File: src/rtl/pwm_ramp_ctrl.sv
// Ramps a PWM cutoff toward a requested target by STEP_SIZE every STEP_DIV cycles.
// Optional feature macro PWM_RAMP_IRQ_EN adds the sticky ramp_done_irq / irq_clear pair.
module pwm_ramp_ctrl #(
  parameter logic [15:0] STEP_DIV  = 16'd1000,
  parameter logic [7:0]  STEP_SIZE = 8'd1
) (
  input  logic       clk,
  input  logic       reset,
  input  logic       wr_valid,
  output logic       wr_ready,
  input  logic [7:0] wr_target,
  input  logic       wr_immediate,
  output logic       set_cutoff_en,
  output logic [7:0] cutoff_value,
  output logic       busy
`ifdef PWM_RAMP_IRQ_EN
  ,
  input  logic       irq_clear,
  output logic       ramp_done_irq
`endif
);

  localparam int unsigned CW = 8;
  localparam int unsigned TW = 16;
  localparam logic [CW-1:0] RESET_CUTOFF = 8'h7F;
  localparam logic [TW-1:0] TICK_LAST    = STEP_DIV - 16'd1;

  typedef enum logic [1:0] {
    IDLE = 2'd0,
    WAIT = 2'd1,
    STEP = 2'd2
  } state_t;

  state_t        state;
  state_t        state_nxt;
  logic [CW-1:0] current;
  logic [CW-1:0] current_nxt;
  logic [CW-1:0] target;
  logic [CW-1:0] target_nxt;
  logic [TW-1:0] tick;
  logic [TW-1:0] tick_nxt;

  logic          xfer;
  logic          jump;
  logic [CW:0]   step_up;
  logic [CW:0]   step_dn;
  logic [CW-1:0] step_val;

  logic          strobe_nxt;
  logic [CW-1:0] cutoff_nxt;
  logic          ready_nxt;
  logic          busy_nxt;

  // wr_ready is registered and tracks "state != STEP", so it is the live handshake qualifier
  assign xfer = wr_valid && wr_ready;
  assign jump = xfer && wr_immediate && (wr_target != current);

  // Next cutoff for a ramp step: 9-bit arithmetic, clamped to target in either direction
  always_comb begin
    step_up  = {1'b0, current} + {1'b0, STEP_SIZE};
    step_dn  = {1'b0, current} - {1'b0, STEP_SIZE};
    step_val = target;
    if (target > current) begin
      if (step_up < {1'b0, target}) begin
        step_val = step_up[CW-1:0];
      end
    end else begin
      if (!step_dn[CW] && (step_dn[CW-1:0] > target)) begin
        step_val = step_dn[CW-1:0];
      end
    end
  end

  // State register
  always_ff @(posedge clk or posedge reset) begin
    if (reset) begin
      state <= IDLE;
    end else begin
      state <= state_nxt;
    end
  end

  // Next-state and datapath update
  always_comb begin
    state_nxt   = state;
    current_nxt = current;
    target_nxt  = target;
    tick_nxt    = tick;
    case (state)
      IDLE: begin
        if (xfer) begin
          target_nxt = wr_target;
          if (wr_target == current) begin
            state_nxt = IDLE;
          end else if (wr_immediate) begin
            current_nxt = wr_target;
            state_nxt   = IDLE;
          end else begin
            tick_nxt  = '0;
            state_nxt = WAIT;
          end
        end
      end
      WAIT: begin
        if (xfer && ((wr_target == current) || wr_immediate)) begin
          target_nxt  = wr_target;
          current_nxt = wr_target;
          state_nxt   = IDLE;
        end else begin
          // A plain retarget keeps the tick count running; direction follows the new target
          if (xfer) begin
            target_nxt = wr_target;
          end
          tick_nxt = tick + 16'd1;
          if (tick == TICK_LAST) begin
            state_nxt = STEP;
          end
        end
      end
      STEP: begin
        current_nxt = step_val;
        if (step_val == target) begin
          state_nxt = IDLE;
        end else begin
          tick_nxt  = '0;
          state_nxt = WAIT;
        end
      end
      default: begin
        state_nxt = IDLE;
      end
    endcase
  end

  // Output next values; cutoff_value holds unless a strobe is issued
  always_comb begin
    strobe_nxt = 1'b0;
    cutoff_nxt = cutoff_value;
    ready_nxt  = (state_nxt != STEP);
    busy_nxt   = (state_nxt != IDLE);
    if (state == STEP) begin
      strobe_nxt = 1'b1;
      cutoff_nxt = step_val;
    end else if (jump) begin
      strobe_nxt = 1'b1;
      cutoff_nxt = wr_target;
    end
  end

  // Datapath and output registers
  always_ff @(posedge clk or posedge reset) begin
    if (reset) begin
      current       <= RESET_CUTOFF;
      target        <= RESET_CUTOFF;
      tick          <= '0;
      set_cutoff_en <= 1'b0;
      cutoff_value  <= RESET_CUTOFF;
      wr_ready      <= 1'b1;
      busy          <= 1'b0;
    end else begin
      current       <= current_nxt;
      target        <= target_nxt;
      tick          <= tick_nxt;
      set_cutoff_en <= strobe_nxt;
      cutoff_value  <= cutoff_nxt;
      wr_ready      <= ready_nxt;
      busy          <= busy_nxt;
    end
  end

`ifdef PWM_RAMP_IRQ_EN
  logic done_set;

  // Sticky completion flag; a new completion beats a simultaneous clear
  assign done_set = jump || ((state == STEP) && (step_val == target));

  always_ff @(posedge clk or posedge reset) begin
    if (reset) begin
      ramp_done_irq <= 1'b0;
    end else if (done_set) begin
      ramp_done_irq <= 1'b1;
    end else if (irq_clear) begin
      ramp_done_irq <= 1'b0;
    end
  end
`endif

endmodule
File: config.mk
export PLATFORM = sky130hd
export DESIGN_NAME = pwm_ramp_ctrl
export DESIGN_NICKNAME = d
export VERILOG_FILES = /design/src/rtl/pwm_ramp_ctrl.sv
export SDC_FILE = /design/constraint.sdc
export NUM_CORES = 1
export LEC_CHECK = 0
export BUFFER_PORTS_ARGS = -buffer_cell sky130_fd_sc_hd__buf_2
export CELL_PAD_IN_SITES_DETAIL_PLACEMENT = 2
export CELL_PAD_IN_SITES_GLOBAL_PLACEMENT = 2
export CORE_UTILIZATION = 25
export DETAILED_ROUTE_END_ITERATION = 7
export GPL_TIMING_DRIVEN = 0
export PLACE_DENSITY_LB_ADDON = 0.1
export SLEW_MARGIN = 10
export SYNTH_ARGS = -nofsm -noshare
export SYNTH_HDL_FRONTEND = slang
export SYNTH_SLANG_ARGS = --single-unit
File: constraint.sdc
create_clock -name clk -period 6.4 [get_ports clk]
set_input_delay 0.96 -clock clk [delete_from_list [all_inputs] [get_ports clk]]
set_output_delay 0.96 -clock clk [all_outputs]
set_load 0.03 [all_outputs]
Word-level counts from Yosys, hierarchy flattened
Index checks and enable logic that the tools add are counted.
{"block": "totals", "output_inout_bits": 11, "elab_cells": 70, "ff_bits": 45, "in_bits": 12}
{"block": "classes", "order_cmp": 3, "muxes": 28, "eq_ne": 14, "reduce_logical": 14, "add_sub_neg": 3}
{"cell": "$mux 8", "count": 11}
{"cell": "$mux 16", "count": 5}
{"cell": "$pmux 16 s3", "count": 1}
{"cell": "$pmux 8 s3", "count": 1}
{"cell": "$add 16x1->16 const B", "count": 1}
{"cell": "$eq 16x10->1 const B", "count": 1}
{"cell": "$eq 8x8->1", "count": 2}
{"cell": "$gt 8x8->1", "count": 2}
{"cell": "$ne 2x2->1 const B", "count": 8}
{"cell": "$pmux 8 s2", "count": 1}
{"cell": "$add 8x1->9 const B", "count": 1}
{"cell": "$lt 9x8->1", "count": 1}
{"cell": "$sub 8x1->9 const B", "count": 1}
{"cell": "$ne 8x8->1", "count": 1}
{"cell": "$mux 2", "count": 3}
{"cell": "$pmux 2 s3", "count": 1}
{"cell": "$reduce_and 6->1", "count": 1}
{"cell": "$reduce_bool 2->1", "count": 3}
{"cell": "$logic_and 1x1->1", "count": 5}
{"cell": "$mux 1", "count": 5}
{"cell": "$reduce_and 5->1", "count": 1}
{"cell": "$reduce_bool 3->1", "count": 1}
{"cell": "$eq 2x1->1 const B", "count": 1}
{"cell": "$eq 2x2->1 const B", "count": 1}
{"cell": "3 further kinds", "count": 3}

Longest topological paths before layout
Gate-level depths: netlist of run 1.
{"block": "logic_depth", "depth_word": 9, "mapped_depth": 17, "depth_no_buf": 14}

Worst setup path before layout of run 1
No wires, ideal clock.
{"block": "synth_timing", "path_type": "reg2reg", "start": "register current[0]", "end": "register cutoff_value[0]", "arrival_ps": 3622, "period_less_slack_ps": 3682, "setup_slack_ps": 2718, "stages_incl_launch_ff": 18, "setup_time_ps": 60, "path_cell_list": "dfstp_2 > buf_2 > inv_1 > ha_1 > or3b_1 > buf_2 > nor3_1 > xnor2_1 > inv_1 > ha_1 > nand4_1 > or4_1 > o311a_1 > o31a_1 > buf_4 > mux2_4 > a221oi_2 > o22a_1"}
{"block": "synth_via", "elab_chain_cells": 6, "elab_cells_between_ends": 14, "classes_between": "add/sub (2); order compare (3); eq/ne (1); mux (4); reduce/logical (4)"}
{"element": "start: declaration", "line_no": "36", "source": "logic [CW-1:0] current;"}
{"element": "start signal: assignment", "line_no": "161", "source": "current <= current_nxt;"}
{"element": "$sub 8x1->9", "line_no": "61", "source": "step_dn = {1'b0, current} - {1'b0, STEP_SIZE};"}
{"element": "$gt 8x8->1 / $logic_not 1->1 (equally long branches)", "line_no": "68", "source": "if (!step_dn[CW] && (step_dn[CW-1:0] > target)) begin"}
{"element": "$logic_and 1x1->1", "line_no": "68"}
{"element": "$mux 8", "line_no": "68"}
{"element": "$mux 8", "line_no": "63", "source": "if (target > current) begin"}
{"element": "$mux 8", "line_no": "141", "source": "if (state == STEP) begin"}
{"element": "end signal: assignment", "line_no": "165", "source": "cutoff_value <= cutoff_nxt;"}
{"element": "end: declaration", "line_no": "14", "source": "output logic [7:0] cutoff_value,"}
Parallel ways exist; a longest one is shown, timed or not.
A chain may end at the register's enable or synchronous reset.

Worst setup path in the final report of run 1
{"block": "layout_timing", "start": "register current[0]", "end": "register tick[0]"}
{"block": "layout_via", "elab_chain_cells": 8, "elab_cells_between_ends": 18, "classes_between": "add/sub (2); order compare (3); eq/ne (5); mux (3); reduce/logical (5)"}
{"element": "$sub 8x1->9", "line_no": "61"}
{"element": "$gt 8x8->1 / $logic_not 1->1 (equally long branches)", "line_no": "68"}
{"element": "$logic_and 1x1->1", "line_no": "68"}
{"element": "$mux 8", "line_no": "68"}
{"element": "$mux 8", "line_no": "63"}
{"element": "$eq 8x8->1", "line_no": "122", "source": "if (step_val == target) begin"}
{"element": "$ne 2x2->1 (no source line)"}
{"element": "$reduce_and 6->1 (no source line) (*)"}
{"element": "end signal: assignment", "line_no": "163", "source": "tick <= tick_nxt;"}
{"element": "end: declaration", "line_no": "40", "source": "logic [TW-1:0] tick;"}
Every way passes the cells marked *; elsewhere a longest branch is shown, timed or not.

==> impl_metrics.ini, run 1 <==
[synth]
yosysUniqueCellTypes = 60
ys_seq_area_share_pct = 31.60
yosysTopAreaCell = dfstp_2
synth_warnings = 0
netlist_instances = 421
synth-async-reset-ratio_pct = 100.0
synth_flop_cell = dfrtp_1
synth_seq_cells = 45
synth_edf_count = 0
syn_avg_cell_area_um2 = 8.672
netlist_area_um2 = 3651
synth_area_leaders = dfstp_2 16%, dfrtp_1 16%, ha_1 8.9%
syn_nets = 459
synth_top_area_share_pct = 15.83

[floorplan]
die_w_um = 122.8
fp.dieH_um = 122.8
dieArea_um2 = 15090
ioPinCount = 23
core_um2 = 14040
initial_utilization_pct = 26.00
rows = 43

[worst_setup_path]
start_kind = register
cp_common_cell = nor3_1
reg2reg_slack_ns = 2.08
r2r_start = current[0]
endpoint_kind = register
cp_data_required_time_ns = 6.55
arrival_ns = 4.47
path_max_fanout = 10
path_class = register to register
r2r-end = tick[0]
crit_chain = buf_2 -> inv_1 -> nor3_1 -> xnor2_1 -> ha_1 -> a211oi_1 -> o21ai_0 -> nor3_1 -> o211ai_2 -> a31oi_2 -> o22ai_1
slowest_stage = nor3_1
rr_worst_depth = 11
slowest_delay_ns = 0.67

[route]
avgViaCountPerCell = 5.321
detail_route.wirelength_um = 12890
postRouteAntennaNets = 0
drtIter0Drc = 107
wl_per_cell_um = 20.40
num_vias = 3363
drc = 0
dr.pass1.iters = 4

[power]
power_leakage_nw = 1.626
ir_drop_mv = 0.08531
p_per_area_nw_per_um2 = 285.5

[timing]
setup_ws_ns = 2.076
fin_skew_ns = 0.007527
rsz0062_at_grt = no
worstMarginPinSlew_ns = 1.035
fin_setup_tns_ns = 0
period_share_pct = 67.56
hold_viol = 0
slew_viol_final = 0
relSlewSlack_pct = 30.41
setup_viol_count_final = 0
fmax_mhz = 231.3
final_period_minus_worst_setup_slack_ns = 4.324

[placement]
hpwl_um = 10210
io_buffers = 22
gp_congestion = 0.7661
place_area_um2 = 4006
post-place-ws_ns = 2.005

[worst_hold_path]
whs_path_depth = 2
hp-start = cutoff_value[5]
hold_end = cutoff_value[5]
hold_path.class = register to register

[cells_and_area]
diodes = 0
area_delta_synth_final_pct = 14.46
fin_util_pct = 29.76
fill_cells = 1621
drive_gt1_share_pct = 18.58
final_nets = 489
finalInstanceArea_um2 = 4179
seq_area_um2 = 1154
multi_input_area_um2 = 2237

[clock_network]
h-tree-depth = 2
cts-root-buf = clkbuf_16
insertion_delay_ns = 0.29
cts.clk_slew.worst_paths_ns = 0.07
cts.path.max_buffers = 2
tritoncts = built
cts_setup_buffers = 0
cts_hold_buf = 0
clkSinkCount = 45
post_cts_resized = 0
numCtsBuffers = 5

[global_routing]
grt_pass1_vias = 3631
grtUsageTotal_pct = 18.14
grt_max_degree = 28
overflow = 0
grt_antenna_before_repair = 0
grt_pass1_wl_um = 20600

[outcome]
status = complete, no violations

[run]
maxCapViolCount = 0
-- final cells by class --
type	count	area share, %
buffer	24	2.635
clock buffer	7	3.413
clock inverter	1	0.7186
inverter	40	3.593
multi-input combinational	312	53.53
sequential	45	27.60
tap	180	5.389
timing repair buffer	23	3.114
-- cell usage after synthesis, types with 2 or more instances --
cell       number
nor2_1         25
and4_1          2
nor4_1          4
nand3b_1        4
nor2b_1         4
o211ai_1        9
o2111ai_1       7
or2_2           5
xnor2_1        29
a211oi_1        4
o31a_1          2
a31oi_1        15
nand2b_1        3
a311oi_1        7
o311ai_0        3
inv_1          39
buf_4           3
nand2_1        31
dfstp_2        22
clkbuf_1       12
xor2_1          5
nand3_1        18
a21oi_1        16
nor3_1         12
or4_1           5
a31o_1          3
dfrtp_1        23
buf_1           2
ha_1           26
o22ai_1        11
nand4_1         9
buf_2           7
or3_1          12
mux2_2          8
o21ai_0         9
-- per-layer routing --
layer | track usage [%] | wire length (µm) | vias to the layer above | share of wire (%)
met5 | 0 | 0 | - | 0
met1 | 21.88 | 5698 | 1731 | 44
met4 | 2.668 | 89 | 0 | 0.69
met2 | 34.52 | 6891 | 24 | 53
li1 | - | - | 1599 | -
met3 | 2.230 | 214 | 9 | 1.7
-- cell usage in the layout, fill, tap and decap left out, types with 2 or more instances in the layout --
master and count:
o31a_1 2, dfstp_2 22, o21ai_0 9, o22ai_1 11, a21oi_1 16, a31o_1 3, o2111ai_1 7, nand3_1 18
nor2b_1 4, nor4_1 4, or2_2 5, xor2_1 5, o311ai_0 3, clkbuf_1 13, a211oi_1 4, inv_1 38
clkbuf_16 5, mux2_2 8, nor3_1 12, buf_2 29, nand4_1 9, and4_1 2, a31oi_1 15, buf_4 3
or3_1 12, a311oi_1 7, nand2_1 31, nor2_1 25, dfrtp_1 23, xnor2_1 29, o211ai_1 9, nand3b_1 4
ha_1 26, or4_1 5, nand2b_1 3, buf_1 2
-- where the power goes --
group / switching [mW] / leakage (nW) / total, mW / internal (mW)
Combinational: 0.301 / 1.02 / 0.486 / 0.184
Sequential: 0.0541 / 0.523 / 0.396 / 0.342
Clock: 0.115 / 0.0841 / 0.311 / 0.195
-- how the worst max path moves through the flow --
| stage | startpoint | endpoint | slack, ns | depth (start not counted) |
|---|---|---|---|---|
| 6_report | current[0] | tick[0] | 2.08 | 11 |
| 5_1_grt | current[0] | tick[0] | 1.74 | 11 |
| 4_1_cts | current[0] | cutoff_value[7] | 1.98 | 17 |
| 3_5_place_dp | current[0] | cutoff_value[3] | 2.00 | 17 |
| 3_3_place_gp | current[0] | cutoff_value[7] | 2.05 | 17 |
| 2_1_floorplan | current[0] | cutoff_value[0] | 2.72 | 17 |
-- per-stage QoR --
| stage | hold slack [ns] | instances | total power [mW] |
|---|---|---|---|
| floorplan | 0.5208 | 421 | 0.7356 |
| global placement | 0.4967 | 623 | 0.8754 |
| detailed placement | 0.4968 | 624 | 0.8944 |
| CTS | 0.5066 | 632 | 1.214 |
| global route | 0.5323 | 632 | 1.279 |
| finish | 0.5063 | 632 | 1.193 |
-- cells by family after synthesis --
family / count (synthesis) / share of synthesized area, %
XOR/XNOR: 36 / 9.219
buffers and inverters: 64 / 7.128
AO/OA/AOI/OAI: 104 / 21.08
adder cells (fa/ha/maj): 26 / 8.910
flip-flops: 45 / 31.60
AND/OR/NAND/NOR: 137 / 19.19
multiplexers: 9 / 2.879
-- critical path, delay by kind of cell (launching register included) --
family | cells | cell delay (ns)
AO/OA/AOI/OAI | 5 | 1.57
flip-flops | 1 | 0.56
adder cells (fa/ha/maj) | 1 | 0.29
buffers and inverters | 2 | 0.37
AND/OR/NAND/NOR | 2 | 1.15
XOR/XNOR | 1 | 0.23
Note: power is estimated with default switching activity, not from simulation.
==> inputs of run 2 (changes only) <==
Clock period 6.4 ns to 4.1 ns, I/O delays scaled along.
==> run 2 against run 1 <==
- combinational power up 63%
- wire length grew 0.43%
- die area unchanged
- global-route usage unchanged
- critical path depth grew 2
- via count rose by 0.89%
- hold slack got worse by 0.17 ns
- sequential cell count is the same
- clock-buffer cell count stayed put
- core utilization increased by 0.91 points
==> impl_metrics.ini, run 2 (synthesis gave the netlist of run 1 again) <==
[timing]
period_share_pct = 94.86
fmax_mhz = 257.1
setup_ws_ns = 0.2106
setup_viol_count_final = 0
fin_skew_ns = 0.006234
relSlewSlack_pct = 37.44
slew_viol_final = 0
final_period_minus_worst_setup_slack_ns = 3.889
worstMarginPinSlew_ns = 0.9349
hold_viol = 0

[floorplan]
fp.dieH_um = 122.8
die_w_um = 122.8
rows = 43
dieArea_um2 = 15090
core_um2 = 14040
initial_utilization_pct = 26.00
ioPinCount = 23

[power]
combPwrFrac_pct = 41.9
design_power_total_mw = 1.893
p_sw_mw = 0.7489
power_leakage_nw = 1.677
p_sw_share_pct = 39.56
p_per_area_nw_per_um2 = 439.5
p_seq_share_pct = 32.7
p_clk_share_pct = 25.4
ir_drop_mv = 0.1311
p_int_mw = 1.144

[route]
drc = 0
dr.pass1.iters = 4
drtIter0Drc = 120
postRouteAntennaNets = 0
num_vias = 3393
wl_per_cell_um = 20.30
avgViaCountPerCell = 5.318
detail_route.wirelength_um = 12950

[cells_and_area]
area_delta_synth_final_pct = 17.96
final_common_cell = inv_1
multi_input_area_um2 = 2317
diodes = 0
drive_gt1_share_pct = 22.05
fin_cells = 638
seq_area_um2 = 1154
fill_cells = 1614
final_nets = 495
layout_common_cells = 37 x inv_1, 31 x nand2_1, 28 x buf_2, 28 x xnor2_1

[outcome]
status = complete, no violations

[placement]
post-place-ws_ns = -0.2952
hpwl_um = 10210
gp_congestion = 0.7661
placed_cells = 624
io_buffers = 22

[global_routing]
grt_max_degree = 28
gr-usage-met1_pct = 21.93
grt_pass1_wl_um = 20610
busiest_layer = met2
grtUsageTotal_pct = 18.14
globalRouteMet3Util_pct = 2.230
grt_pass1_vias = 3641
overflow = 0
grt_antenna_before_repair = 0
grt_use_met2_pct = 34.38

[clock_network]
cts-root-buf = clkbuf_16
cts.clk_slew.worst_paths_ns = 0.07
cts.path.max_buffers = 2
numCtsBuffers = 5
h-tree-depth = 2
tritoncts = built
clkSinkCount = 45
insertion_delay_ns = 0.29

[worst_setup_path]
endpoint_kind = register
start_kind = register
arrival_ns = 4.08
cp_data_required_time_ns = 4.29
path_max_fanout = 10
path_class = register to register

[worst_hold_path]
hold_path.class = input pin to asynchronous set/reset pin

[run]
maxCapViolCount = 0
run 2: cell types whose count changed in the layout (fill, tap and decap cells not counted), sizes merged:
| cell | before | now |
|---|---|---|
| buf | 35 | 41 |
run 2: worst max-delay path, cell delays in order, from the launching register on:
cell and delay (ns):
dfstp_2 0.42, buf_4 0.17, or4_1 0.56, or2_2 0.33, xnor2_1 0.18, ha_1 0.32
nand4_1 0.12, or4_1 0.49, o311a_1 0.14, o31a_1 0.10, buf_4 0.18, mux2_4 0.35
o2111ai_1 0.29, a31oi_1 0.13
run 2: worst paths after layout:
kind / startpoint / to / slack (ns) / cells after the start
worst max-delay path: current[0] / cutoff_value[2] / 0.21 / 13
worst min-delay path: reset / tick[14] / 0.33 / 2
worst max register to register: current[0] / cutoff_value[2] / 0.21 / 13
worst min register to register: cutoff_value[5] / cutoff_value[5] / 0.51 / 2
max in group asynchronous: reset / cutoff_value[2] / 3.17 / 3
min in group clk: cutoff_value[5] / cutoff_value[5] / 0.51 / 2
run 2: layer usage:
layer	share of wire, %	vias to the layer above	wire length, µm
li1	-	1611	-
met4	0.72	0	93
met3	2.0	10	257
met5	0	-	0
met1	44	1738	5670
met2	53	34	6927
run 2: area by class of cell:
class                           count  area share (%)
Sequential cell                    45           26.79
Clock inverter                      1          0.6973
Timing Repair Buffer               30           4.242
Clock buffer                        7           3.312
Multi-Input combinational cell    312           53.81
Inverter                           40           3.486
Buffer                             23           2.440
Tap cell                          180           5.230
run 2: power by group through the flow:
stage | Combinational [mW] | Clock [mW] | Sequential, mW
floorplan | 0.525 | 0 | 0.623
detailed placement | 0.768 | 0 | 0.628
CTS | 0.780 | 0.503 | 0.626
finish | 0.792 | 0.482 | 0.619
global placement | 0.743 | 0 | 0.623
global route | 0.887 | 0.514 | 0.634
run 2: metrics by stage:
step	util (%)	instance area (µm²)	TNS [ns]	hold WS, ns
floorplan	-	3651	0	0.5208
global placement	28.39	3986	-4.368	0.4967
detailed placement	28.53	4006	-6.499	0.4968
CTS	30.13	4230	0	0.3466
global route	30.67	4307	-0.05356	0.3597
finish	30.67	4307	0	0.3329
run 2: repair_timing:
action	4_1_cts	5_1_grt
hold buffers	0	0
pin swaps	1	1
buffers inserted	1	6
resized for setup	8	6
endpoints found under the setup margin	34	29
==> inputs of run 3 (changes only) <==
Settings changed: CORE_UTILIZATION 25 to 38.
==> run 3 against run 2 <==
- core utilization rose by 14 points
- sequential power about the same
- clock-buffer cell count down 1
- sequential cell count is the same
- non-clock buffer count fell by 3
- critical path type unchanged
- fmax decreased by 2.7%
- largest power group unchanged
==> impl_metrics.ini, run 3 (synthesis gave the netlist of run 1 again) <==
[placement]
io_buffers = 22
hpwl_um = 9712
post-place-ws_ns = -0.2501
gp_congestion = 0.8580

[timing]
final_period_minus_worst_setup_slack_ns = 3.997
fin_skew_ns = 0.01450
fmax_mhz = 250.2
hold_slack_ns = 0.3115
setup_ws_ns = 0.1035
relSlewSlack_pct = 32.43
slew_viol_final = 0
period_share_pct = 97.48
setup_viol_count_final = 0
worstMarginPinSlew_ns = 1.010
hold_viol = 0

[cells_and_area]
drive_gt1_share_pct = 20.83
area_delta_synth_final_pct = 13.47
layout_common_cells = 38 x inv_1, 31 x nand2_1, 29 x xnor2_1
seq_area_um2 = 1154
diodes = 0
multi_input_area_um2 = 2301
final_common_cell = inv_1
fill_cells = 1085
final_nets = 493

[route]
detail_route.wirelength_um = 12840
postRouteAntennaNets = 0
dr.pass1.iters = 4
drc = 0
avgViaCountPerCell = 5.891
num_vias = 3446
drtIter0Drc = 160
wl_per_cell_um = 21.94

[global_routing]
grtUsageTotal_pct = 27.01
grt_pass1_vias = 3799
gr-usage-met1_pct = 39.05
busiest_layer = met2
globalRouteMet3Util_pct = 1.950
grt_use_met2_pct = 44.83
overflow = 0
grt_antenna_before_repair = 0
grt_max_degree = 27
grt_pass1_wl_um = 20840

[power]
p_seq_share_pct = 34.8
p_per_area_nw_per_um2 = 431.1
p_clk_share_pct = 19.8
power_leakage_nw = 1.628
p_int_mw = 1.022
p_sw_mw = 0.7641
combPwrFrac_pct = 45.4
p_sw_share_pct = 42.78
ir_drop_mv = 0.1564

[outcome]
status = complete, no violations

[clock_network]
h-tree-depth = 2
cts.path.max_buffers = 2
tritoncts = built
clkSinkCount = 45
insertion_delay_ns = 0.31
numCtsBuffers = 5
cts_hold_buf = 0
cts-root-buf = clkbuf_8
cts.clk_slew.worst_paths_ns = 0.10

[worst_setup_path]
cp_data_required_time_ns = 4.36
path_class = register to register
start_kind = register
slowest_delay_ns = 0.51
slowest_stage = or4_4
crit_chain = inv_1 -> ha_1 -> or3b_1 -> buf_2 -> nor3_2 -> xnor2_1 -> inv_1 -> ha_1 -> nand4_1 -> or4_4 -> o311a_1 -> o31a_1 -> buf_4 -> mux2_4 -> a221oi_4 -> o22a_1
endpoint_kind = register
path_max_fanout = 11
arrival_ns = 4.26

[floorplan]
die_w_um = 100.0
dieArea_um2 = 10000
ioPinCount = 23
fp.dieH_um = 100.0
rows = 35
core_um2 = 9284
initial_utilization_pct = 39.33

[worst_hold_path]
hold_path.class = input pin to asynchronous set/reset pin

[run]
maxCapViolCount = 0
-- run 3: cell count changes in the layout (fill, tap and decap cells not counted), sizes merged --
cell    delta
buf        -3
clkbuf     -1
clkinv     +1
mux2       +1
-- run 3: power by group through the flow --
stage / combinational (mW) / sequential, mW / clock [mW]
final: 0.811 / 0.621 / 0.354
after global routing: 0.884 / 0.631 / 0.374
after CTS: 0.775 / 0.619 / 0.364
after detailed placement: 0.758 / 0.628 / 0
after global placement: 0.729 / 0.623 / 0
after floorplan: 0.525 / 0.623 / 0
-- run 3: worst paths after layout --
kind | from | endpoint | slack, ns | depth (start not counted)
max in group asynchronous | reset | asynchronous set/reset pin | 3.20 | 3
worst max-delay path | current[1] | cutoff_value[0] | 0.10 | 16
worst min-delay path | reset | tick[0] | 0.31 | 2
worst max register to register | current[1] | cutoff_value[0] | 0.10 | 16
min in group clk | cutoff_value[1] | cutoff_value[1] | 0.52 | 2
worst min register to register | cutoff_value[1] | cutoff_value[1] | 0.52 | 2
-- run 3: worst max-delay path: cells and delay by family (launching register included) --
kind	cells	cell delay (ns)
flip-flops	1	0.42
multiplexers	1	0.32
buffers and inverters	4	0.62
AND/OR/NAND/NOR	4	1.16
AO/OA/AOI/OAI	4	0.72
adder cells (fa/ha/maj)	2	0.50
XOR/XNOR	1	0.21
-- run 3: through the flow --
stage / setup TNS, ns / utilization, % / std cells / total power [mW] / cell area, µm²
after floorplan: 0 / - / 421 / 1.148 / 3651
after global placement: -0.7445 / 42.25 / 572 / 1.351 / 3923
after detailed placement: -3.549 / 42.47 / 573 / 1.387 / 3943
after CTS: 0 / 43.84 / 582 / 1.757 / 4070
after global routing: -0.9861 / 44.62 / 585 / 1.889 / 4143
final: 0 / 44.62 / 585 / 1.786 / 4143
-- run 3: per-layer routing --
metal  wire length [µm]  vias up  part of all wire [%]
met3                318        5                   2.5
met1               6459     1779                    50
met4                 68        0                  0.53
li1                   -     1609                     -
met2               5989       53                    47
met5                  0        -                     0
-- run 3: cell type report --
class / instances / area share (%)
flip-flops and latches: 45 / 27.85
clock buffers: 6 / 1.752
plain buffers: 23 / 2.537
repair buffers: 27 / 3.866
multi-input cells: 313 / 55.54
well taps: 129 / 3.896
inverters: 40 / 3.624
clock inverters: 2 / 0.9363
-- run 3: what timing repair did --
action / 4_1_cts / 5_1_grt
gates resized for setup: 1 / 8
pin swaps: 1 / 2
gates cloned: 0 / 1
endpoints found under the setup margin: 29 / 30
setup buffers: 2 / 2
